===== config.mk =====
export PLATFORM = sky130hd
export DESIGN_NAME = lockout_timer
export DESIGN_NICKNAME = d
export VERILOG_FILES = /design/src/rtl/lockout_timer.sv
export SDC_FILE = /design/constraint.sdc
export NUM_CORES = 1
export LEC_CHECK = 0
export CAP_MARGIN = 20
export CORE_AREA = 5 5 42 44
export CTS_CLUSTER_SIZE = 25
export DETAILED_ROUTE_END_ITERATION = 8
export DIE_AREA = 0 0 47 49
export PLACE_DENSITY = 0.77
export SYNTH_ARGS = -nofsm -noshare
export SYNTH_HDL_FRONTEND = slang
export SYNTH_SLANG_ARGS = --single-unit

===== constraint.sdc =====
create_clock -name clk -period 1.55 [get_ports clk]
set_input_delay 0.31 -clock clk [delete_from_list [all_inputs] [get_ports clk]]
set_output_delay 0.31 -clock clk [all_outputs]
set_load 0.01 [all_outputs]

===== src/rtl/lockout_timer.sv =====
// rtl/lockout_timer.sv - loadable down-counter timing the wrong-attempt lockout
module lockout_timer #(
  parameter int LOCK_CYCLES = 1000
) (
  input  logic clk,
  input  logic reset,
  input  logic load,
  output logic done
);

  localparam int TW = (LOCK_CYCLES > 1) ? $clog2(LOCK_CYCLES) : 1;

  logic [TW-1:0] count;
  logic          running;

  // Load LOCK_CYCLES-1 and count down to zero; done marks the final locked cycle
  always_ff @(posedge clk or negedge reset) begin
    if (!reset) begin
      count   <= '0;
      running <= 1'b0;
    end else if (load) begin
      count   <= TW'(LOCK_CYCLES - 1);
      running <= 1'b1;
    end else if (running) begin
      if (count == '0) begin
        running <= 1'b0;
      end else begin
        count <= count - 1'b1;
      end
    end
  end

  assign done = running && (count == '0);

endmodule


After elaboration in Yosys (flattened, before gate mapping)
Index checks and enable logic that the tools add are counted.
{"block": "op_classes", "addsub": 1, "n_reduce_logical": 4, "n_eq_ne": 1, "mux": 6}
{"operator": "two-way mux 10 bit", "count": 3}
{"operator": "logical NOT 10 bit", "count": 1}
{"operator": "subtractor 10 x 1 -> 10 bit (second input constant)", "count": 1}
{"operator": "two-way mux 1 bit", "count": 3}
{"operator": "!= test 2 bit (second input constant)", "count": 1}
{"operator": "AND reduction 2 bit", "count": 1}
{"operator": "nonzero test 2 bit", "count": 1}
{"operator": "logical AND 1 bit", "count": 1}
{"block": "word_totals", "inputBits": 3, "out_inout_bits": 1, "wordCells": 14, "regBits": 11}

Logic depth before layout (Yosys ltp)
Gate-level depths: netlist of the first run.
{"block": "logic_depth", "depth_word": 4, "mapped_depth": 6, "ltp_nobuf": 6}

Worst setup path after synthesis of the first run
No wires, ideal clock.
{"block": "synth_path", "path_type": "flip-flop to output port", "start": "reg count[0]", "end": "out done", "required_time_ps": 1240, "arrival_ps": 1421, "path_buffers": 0, "slack_ps": -181, "stages_incl_launch_ff": 6, "cell_sequence": "dfrtp_1 > inv_1 > ha_1 > nor4b_1 > nand2_1 > nor3_1"}
{"block": "synth_between", "elab_chain_len": 2}
{"element": "from (decl)", "line": "13", "rtl": "logic [TW-1:0] count;"}
{"element": "from (signal assigned)", "line": "22", "rtl": "count <= TW'(LOCK_CYCLES - 1);"}
{"element": "from (signal assigned)", "line": "28", "rtl": "count <= count - 1'b1;"}
{"element": "logical NOT 10 bit", "line": "33", "rtl": "assign done = running && (count == '0);"}
{"element": "logical AND 1 bit", "line": "33"}
{"element": "to (decl)", "line": "8", "rtl": "output logic done"}
No other way between the ends.

Final worst setup path of the first run
{"block": "layout_path", "start": "reg count[7]", "end": "reg count[1]"}
{"block": "layout_between", "elab_chain_len": 3}
{"element": "logical NOT 10 bit", "line": "25", "rtl": "if (count == '0) begin"}
{"element": "!= test 2 bit (no line)"}
{"element": "AND reduction 2 bit (no line)"}
No other way between the ends.
A chain may end at the register's enable or synchronous reset.

==> reports/metrics.csv, run 1 <==
stage,metric,value,unit
worst_setup_path,r2r worst-path depth,6,
worst_setup_path,Worst Setup Start Kind,register,
logic_synthesis,"FF+latch count, synth",11,
logic_synthesis,syn nets,74,
sta,Final Hold Vio Count,0,
sta,setup ws final,-0.306,ns
floorplanning,io pins,4,
cells_and_area,Register Area,275,µm²
global_routing,All-Layer GR Usage,0.170,
logic_synthesis,ranking of synthesized cells by area,"dfrtp_1 (44%), nand2_1 (4.2%), nand3_1 (4.0%)",
cells_and_area,Finished Cell Area,958,µm²
cells_and_area,ant diodes,0,
sta,Slew @ Worst Pin,0.512,ns
worst_setup_path,worst reg2reg setup slack,-0.31,ns
cells_and_area,fin cells,115,
power_and_ir_drop,sw frac,0.293,
cells_and_area,"commonest cells after routing, fill and taps aside","buf_4 (23), dfrtp_1 (11), nand2_1 (7), nor2_1 (5), inv_1 (4)",
sta,Fin Clk Skew,0.00422,ns
sta,Achievable Freq,0.539,GHz
placed_design,port buffer count,3,
logic_synthesis,"Async S/R FF share, synth",1.00,
worst_setup_path,Setup CP Type,register to register,
logic_synthesis,leading area contributor after synthesis,dfrtp_1,
sta,fin crit share,1.20,
power_and_ir_drop,Pwr Density,817,nW/µm²
power_and_ir_drop,power share of the sequential group,0.412,
placed_design,Post-DP HPWL,1120,µm
clock_network,clk sinks,11,
worst_setup_path,CP startpoint,count[7],
drt,routed wire length,1780,µm
run,# Max-Cap Violations,0,
drt,DRC errors left,0,
placed_design,DP Area,793,µm²
drt,Via density,5.53,
worst_setup_path,worst r2r dst,count[1],
cells_and_area,Area Growth Syn to Fin,52.3,%
clock_network,Skew-Pair Late Insertion Delay,0.28,ns
logic_synthesis,Yosys top cell area share,0.437,
sta,RSZ-0062 raised after global routing,yes,
clock_network,cts hold-fix bufs,0,
worst_setup_path,CP Data Required Time,1.75,ns
cells_and_area,"commonest non-fill, non-tap cell in the layout",buf_4,
logic_synthesis,Unique masters post-synth,26,
logic_synthesis,"Seq/Total Area, Yosys",0.437,
logic_synthesis,Syn. warnings,0,
drt,final antenna-violating net count,0,
placed_design,dpl cells,102,
cells_and_area,footprint of the multi-input gates,394,µm²
clock_network,H-tree level count,1,
floorplanning,total core area,1400,µm²
worst_setup_path,CP endpoint kind,register,
logic_synthesis,Post-Synthesis Cell Area,629,µm²
sta,Setup TNS,-1.97,ns
worst_setup_path,RR Startpoint,count[7],
clock_network,Max clock buf depth,2,
sta,setup violators final,8,
sta,final worst path period need,1.86,ns
drt,Iter 0 DRT Violations,16,
floorplanning,die height,49,µm
cells_and_area,filler instances,105,
worst_hold_path,Worst Hold Class,primary input to asynchronous set/reset pin,
floorplanning,die width,47,µm
power_and_ir_drop,clock share of power,0.261,
floorplanning,Initial Util,0.449,
global_routing,largest net degree at the start of global routing,12,
clock_network,CTS tree,yes,
power_and_ir_drop,internal cell power,0.554,mW
placed_design,GP Congestion,0.822,
global_routing,first-pass GRT wire length,2760,µm
global_routing,antenna violations before repair,0,
power_and_ir_drop,total design power,0.783,mW
cells_and_area,fraction of layout cells with a size suffix above 1,0.455,
logic_synthesis,Post-synth EDFFs,0,
power_and_ir_drop,switching power,0.229,mW
global_routing,global route total overflow,0,
power_and_ir_drop,worst vdd ir,0.000669,V
clock_network,Root Driver,clkbuf_4,
floorplanning,Die ar.,2300,µm²
logic_synthesis,Syn Area/Cell,8.99,µm²
sta,Final Slew Violations,0,
drt,via count,636,
global_routing,vias in the first global route,628,
sta,hold slack final,0.369,ns
logic_synthesis,Mapped Cells,70,
status,outcome,"finished, violations left",
drt,Pre-antenna DRT Iters,4,
sta,max_slew headroom,0.658,
cells_and_area,Finished Core Util,0.684,
clock_network,clock-pin slew on the worst setup and hold paths,0.07,ns
power_and_ir_drop,Comb power frac,0.327,
logic_synthesis,"Top FF cell, synth",dfrtp_1,
placed_design,Setup WS pre-CTS,-0.407,ns
drt,Avg WL per Cell,15.5,µm
status,failing checks,negative setup slack,
worst_setup_path,crit-path max FO,6,
cells_and_area,Post-layout nets,104,
clock_network,CTS Buf Count,3,
worst_setup_path,"Data arrival, critical path",2.06,ns
floorplanning,Rows,14,
power_and_ir_drop,P_leak,0.393,nW
==> layer usage <==
metal  wire (µm)  up-vias  track usage
met5           0        -            0
li1            -      314            -
met4          85        0        0.111
met2         842       12        0.244
met3          52       11       0.0295
met1         797      299        0.224
==> power by group through the flow <==
| stage | Sequential [mW] | Combinational, mW | Clock, mW |
|---|---|---|---|
| 2_1_floorplan | 0.328 | 0.0849 | 0 |
| 4_1_cts | 0.324 | 0.217 | 0.208 |
| 5_1_grt | 0.325 | 0.283 | 0.223 |
| 6_report | 0.323 | 0.256 | 0.204 |
| 3_3_place_gp | 0.324 | 0.174 | 0 |
| 3_5_place_dp | 0.326 | 0.176 | 0 |
==> how the worst max path moves through the flow <==
stage | to | slack (ns) | depth (start not counted)
2_1_floorplan | count[7] | -0.13 | 5
3_3_place_gp | done | -0.42 | 3
3_5_place_dp | done | -0.41 | 6
4_1_cts | done | -0.28 | 6
5_1_grt | count[1] | -0.37 | 6
6_report | count[1] | -0.31 | 6
==> critical path, stage by stage (launching register included) <==
cell	delay [ns]
dfrtp_1	0.38
or4_4	0.55
buf_6	0.15
nor4b_4	0.34
buf_4	0.19
o2bb2ai_2	0.05
a31oi_1	0.13
==> sequential cells by signal, summed over array words and instances, names as in the netlist <==
register	flops
count	10
running	1
==> timing repair <==
item                       in CTS  in global routing
gates resized for setup        12                 10
pin swaps                       5                  9
buffers inserted                4                  5
setup endpoints to repair      10                 11
==> cells in the mapped netlist, types with 2 or more instances <==
cell and number:
o211ai_1 3, a21oi_1 3, nand2_1 7, nor2_1 5, nor3_1 3, nand3_1 5, clkbuf_1 2, o31ai_1 3
or3_1 2, nor2b_1 3, inv_1 6, o21ai_0 2, or4_1 3, dfrtp_1 11
==> kinds of logic after synthesis <==
logic type / after synthesis / share of synthesized area
xor gates and xnor gates: 1 / 0.0139
muxes: 1 / 0.0159
AOI/OAI and AO/OA: 15 / 0.165
buffers and inverters: 9 / 0.0557
adders and majority gates: 1 / 0.0199
and+or+nand+nor: 32 / 0.292
DFF: 11 / 0.437
==> final cells by class <==
type	count	share of cell area
Multi-Input combinational cell	50	0.411
Sequential cell	11	0.287
Timing Repair Buffer	28	0.230
Clock buffer	4	0.0274
Inverter	6	0.0235
Tap cell	16	0.0209
Power figures use the tool's default switching activity.
==> run 2, diff against run 1 <==
--- a/config.mk
+++ b/config.mk
@@ -5,8 +5,9 @@
 export SDC_FILE = /design/constraint.sdc
 export NUM_CORES = 1
 export LEC_CHECK = 0
-export CAP_MARGIN = 20
+export CAP_MARGIN = 25
 export CORE_AREA = 5 5 42 44
+export CTS_CLUSTER_DIAMETER = 150
 export CTS_CLUSTER_SIZE = 25
 export DETAILED_ROUTE_END_ITERATION = 8
 export DIE_AREA = 0 0 47 49
==> results of run 2 <==
No change in the layout: final DEF, timing and power equal those of run 1.
==> run 3, diff against run 2 <==
--- a/config.mk
+++ b/config.mk
@@ -11,6 +11,7 @@
 export CTS_CLUSTER_SIZE = 25
 export DETAILED_ROUTE_END_ITERATION = 8
 export DIE_AREA = 0 0 47 49
+export GPL_ROUTABILITY_DRIVEN = 1
 export PLACE_DENSITY = 0.77
 export SYNTH_ARGS = -nofsm -noshare
 export SYNTH_HDL_FRONTEND = slang
==> constraint.sdc (replaced) <==
create_clock -name clk -period 1.55 [get_ports clk]
set_input_delay 0.31 -clock clk [delete_from_list [all_inputs] [get_ports clk]]
set_output_delay 0.31 -clock clk [all_outputs]
set_load 0.05 [all_outputs]
==> run 3 against run 2 <==
Against the previous run: the run still ends with negative setup slack left; die area unchanged; worst hold slack lost 0.0023 ns; via count is 2.4% higher; non-clock buffer count is 5 lower; final cell count down 4.3%; clock skew decreased by 0.0027 ns; combinational power fell by 7%; fmax fell by 3.8%; first-iteration DRC count grew 100%; critical path type is now register to output pin; largest power group unchanged.
==> reports/metrics.csv, run 3 (synthesized netlist as in run 1, its figures left out) <==
stage,metric,value,unit,change
status,outcome,"finished, violations left",,
status,failing checks,negative setup slack,,
cells_and_area,Area Growth Syn to Fin,53.7,%,
sta,Final Hold Vio Count,0,,unchanged
clock_network,clk sinks,11,,unchanged
floorplanning,io pins,4,,unchanged
sta,Achievable Freq,0.518,GHz,-3.8%
floorplanning,Rows,14,,unchanged
cells_and_area,Finished Cell Area,967,µm²,+0.91%
clock_network,CTS Buf Count,3,,unchanged
cells_and_area,Post-layout nets,99,,-4.8%
cells_and_area,largest reg by FF count,count,,
placed_design,Post-DP HPWL,1110,µm,-1.0%
clock_network,Root Driver,clkbuf_4,,
floorplanning,total core area,1400,µm²,unchanged
power_and_ir_drop,clock share of power,0.263,,+0.002
worst_setup_path,r2r worst-path depth,6,,unchanged
drt,Iter 0 DRT Violations,32,,+16
worst_setup_path,CP peak stage delay,0.58,ns,+0.03 ns
worst_setup_path,worst reg2reg setup slack,-0.25,ns,+0.06 ns
placed_design,Setup WS pre-CTS,-0.263,ns,+0.144 ns
sta,fin crit share,1.25,,+0.0478
global_routing,global route total overflow,0,,unchanged
sta,final worst path period need,1.93,ns,+0.0741 ns
global_routing,first-pass GRT wire length,2620,µm,-5.0%
clock_network,H-tree level count,1,,unchanged
placed_design,port buffer count,3,,unchanged
drt,via count,651,,+2.4%
floorplanning,die width,47,µm,unchanged
worst_setup_path,worst path bufs/invs,1,,-1
floorplanning,die height,49,µm,unchanged
global_routing,largest net degree at the start of global routing,12,,unchanged
sta,setup violators final,9,,+1
sta,Slew @ Worst Pin,0.496,ns,-0.0156 ns
cells_and_area,"commonest cells after routing, fill and taps aside","buf_4 (16), dfrtp_1 (11), nand2_1 (7), nor2_1 (5)",,
clock_network,Skew-Pair Late Insertion Delay,0.27,ns,about the same
cells_and_area,"commonest non-fill, non-tap cell in the layout",buf_4,,
drt,Avg WL per Cell,15.9,µm,+3.1%
floorplanning,Die ar.,2300,µm²,unchanged
cells_and_area,top flop regs,"count (10), running (1)",,
global_routing,All-Layer GR Usage,0.158,,-0.0115
worst_setup_path,Setup CP Type,register to output pin,,
drt,Pre-antenna DRT Iters,5,,+1
global_routing,vias in the first global route,599,,-4.6%
cells_and_area,flip-flop count of the largest register after layout,10,,unchanged
worst_setup_path,CP Data Required Time,1.24,ns,-0.51 ns
cells_and_area,filler instances,102,,-2.9%
sta,Fin Clk Skew,0.00153,ns,-0.00269 ns
sta,Final Slew Violations,0,,unchanged
global_routing,antenna violations before repair,0,,unchanged
worst_setup_path,"Data arrival, critical path",1.62,ns,-0.44 ns
worst_setup_path,CP endpoint kind,output pin,,
worst_setup_path,cells along the critical path,or4_4 > nor3_4 > buf_12,,
power_and_ir_drop,Pwr Density,792,nW/µm²,-3.1%
worst_setup_path,"delay-heaviest family, CP",simple AND/OR/NAND/NOR gates,,
cells_and_area,ant diodes,0,,unchanged
sta,max_slew headroom,0.668,,+0.0105
clock_network,Max clock buf depth,2,,unchanged
worst_setup_path,crit-path max FO,2,,-4
drt,final antenna-violating net count,0,,unchanged
sta,setup ws final,-0.380,ns,-0.0741 ns
sta,RSZ-0062 raised after global routing,yes,,
cells_and_area,fraction of layout cells with a size suffix above 1,0.415,,-0.0397
worst_setup_path,worst r2r dst,count[6],,
floorplanning,Initial Util,0.449,,unchanged
drt,routed wire length,1750,µm,-1.3%
placed_design,DP Area,803,µm²,+1.3%
power_and_ir_drop,power share of the sequential group,0.425,,+0.013
power_and_ir_drop,internal cell power,0.529,mW,-4.5%
clock_network,cts hold-fix bufs,0,,unchanged
power_and_ir_drop,switching power,0.236,mW,+3.1%
worst_setup_path,CP max stage cell,or4_4,,
drt,DRC errors left,0,,unchanged
placed_design,GP Congestion,0.797,,-3.0%
power_and_ir_drop,worst vdd ir,0.000655,V,-2.0%
run,# Max-Cap Violations,0,,unchanged
clock_network,CTS tree,yes,,
drt,Via density,5.92,,+7.0%
worst_hold_path,Worst Hold Class,primary input to asynchronous set/reset pin,,
power_and_ir_drop,sw frac,0.309,,+0.0160
worst_setup_path,Worst Setup Start Kind,register,,
clock_network,clock-pin slew on the worst setup and hold paths,0.07,ns,about the same
worst_setup_path,RR Startpoint,count[5],,
power_and_ir_drop,P_leak,0.393,nW,about the same
power_and_ir_drop,Comb power frac,0.313,,-0.014
-- run 3: final cells by class --
cell class,instances,area [µm²],share of cell area
Clock buffer,4,26.3,0.0272
Multi-Input combinational cell,50,418,0.432
Tap cell,16,20.0,0.0207
Inverter,6,22.5,0.0233
Timing Repair Buffer,23,205,0.212
Sequential cell,11,275,0.285
-- run 3: repair_timing --
action / in CTS / in global routing
endpoints found under the setup margin: 8 / 11
setup buffers: 3 / 4
pin swaps: 5 / 10
gates resized for setup: 1 / 16
-- run 3: worst max-delay path by stage --
| stage | from | to | slack [ns] | depth (start not counted) |
|---|---|---|---|---|
| global placement | count[7] | count[7] | -0.21 | 4 |
| global route | count[5] | done | -0.41 | 3 |
| detailed placement | count[7] | count[7] | -0.26 | 4 |
| CTS | count[6] | done | -0.35 | 3 |
| finish | count[5] | done | -0.38 | 3 |
| floorplan | count[1] | done | -0.22 | 5 |
-- run 3: power by group through the flow --
| stage | sequential (mW) | combinational, mW | clock [mW] |
|---|---|---|---|
| CTS | 0.322 | 0.171 | 0.203 |
| global placement | 0.326 | 0.164 | 0 |
| detailed placement | 0.327 | 0.168 | 0 |
| global route | 0.327 | 0.263 | 0.218 |
| finish | 0.325 | 0.239 | 0.201 |
| floorplan | 0.330 | 0.0916 | 0 |
-- run 3: metal layers --
metal,share of wire,vias up,GRT usage
met5,0,-,0
li1,-,305,-
met1,0.45,322,0.220
met3,0.043,7,0.0332
met2,0.48,17,0.231
met4,0.023,0,0.0691
-- run 3: worst reg2reg max path: cells and delay by family, from the launching register on --
kind,cells,cell delay (ns)
AND/OR/NAND/NOR,2,0.67
AO/OA/AOI/OAI,1,0.24
multiplexers,1,0.12
buffers and inverters,2,0.26
flip-flops,1,0.39
-- run 3: stage by stage --
step           hold WS (ns)   util  setup TNS (ns)  power [mW]  instances
2_1_floorplan        0.0144      -          -0.794       0.421         70
3_3_place_gp          0.553  0.573           -1.23       0.491         99
3_5_place_dp          0.558  0.573           -1.54       0.495         99
4_1_cts               0.388  0.611           -1.88       0.696        106
5_1_grt               0.433  0.690           -2.58       0.808        110
6_report              0.367  0.690           -2.06       0.766        110
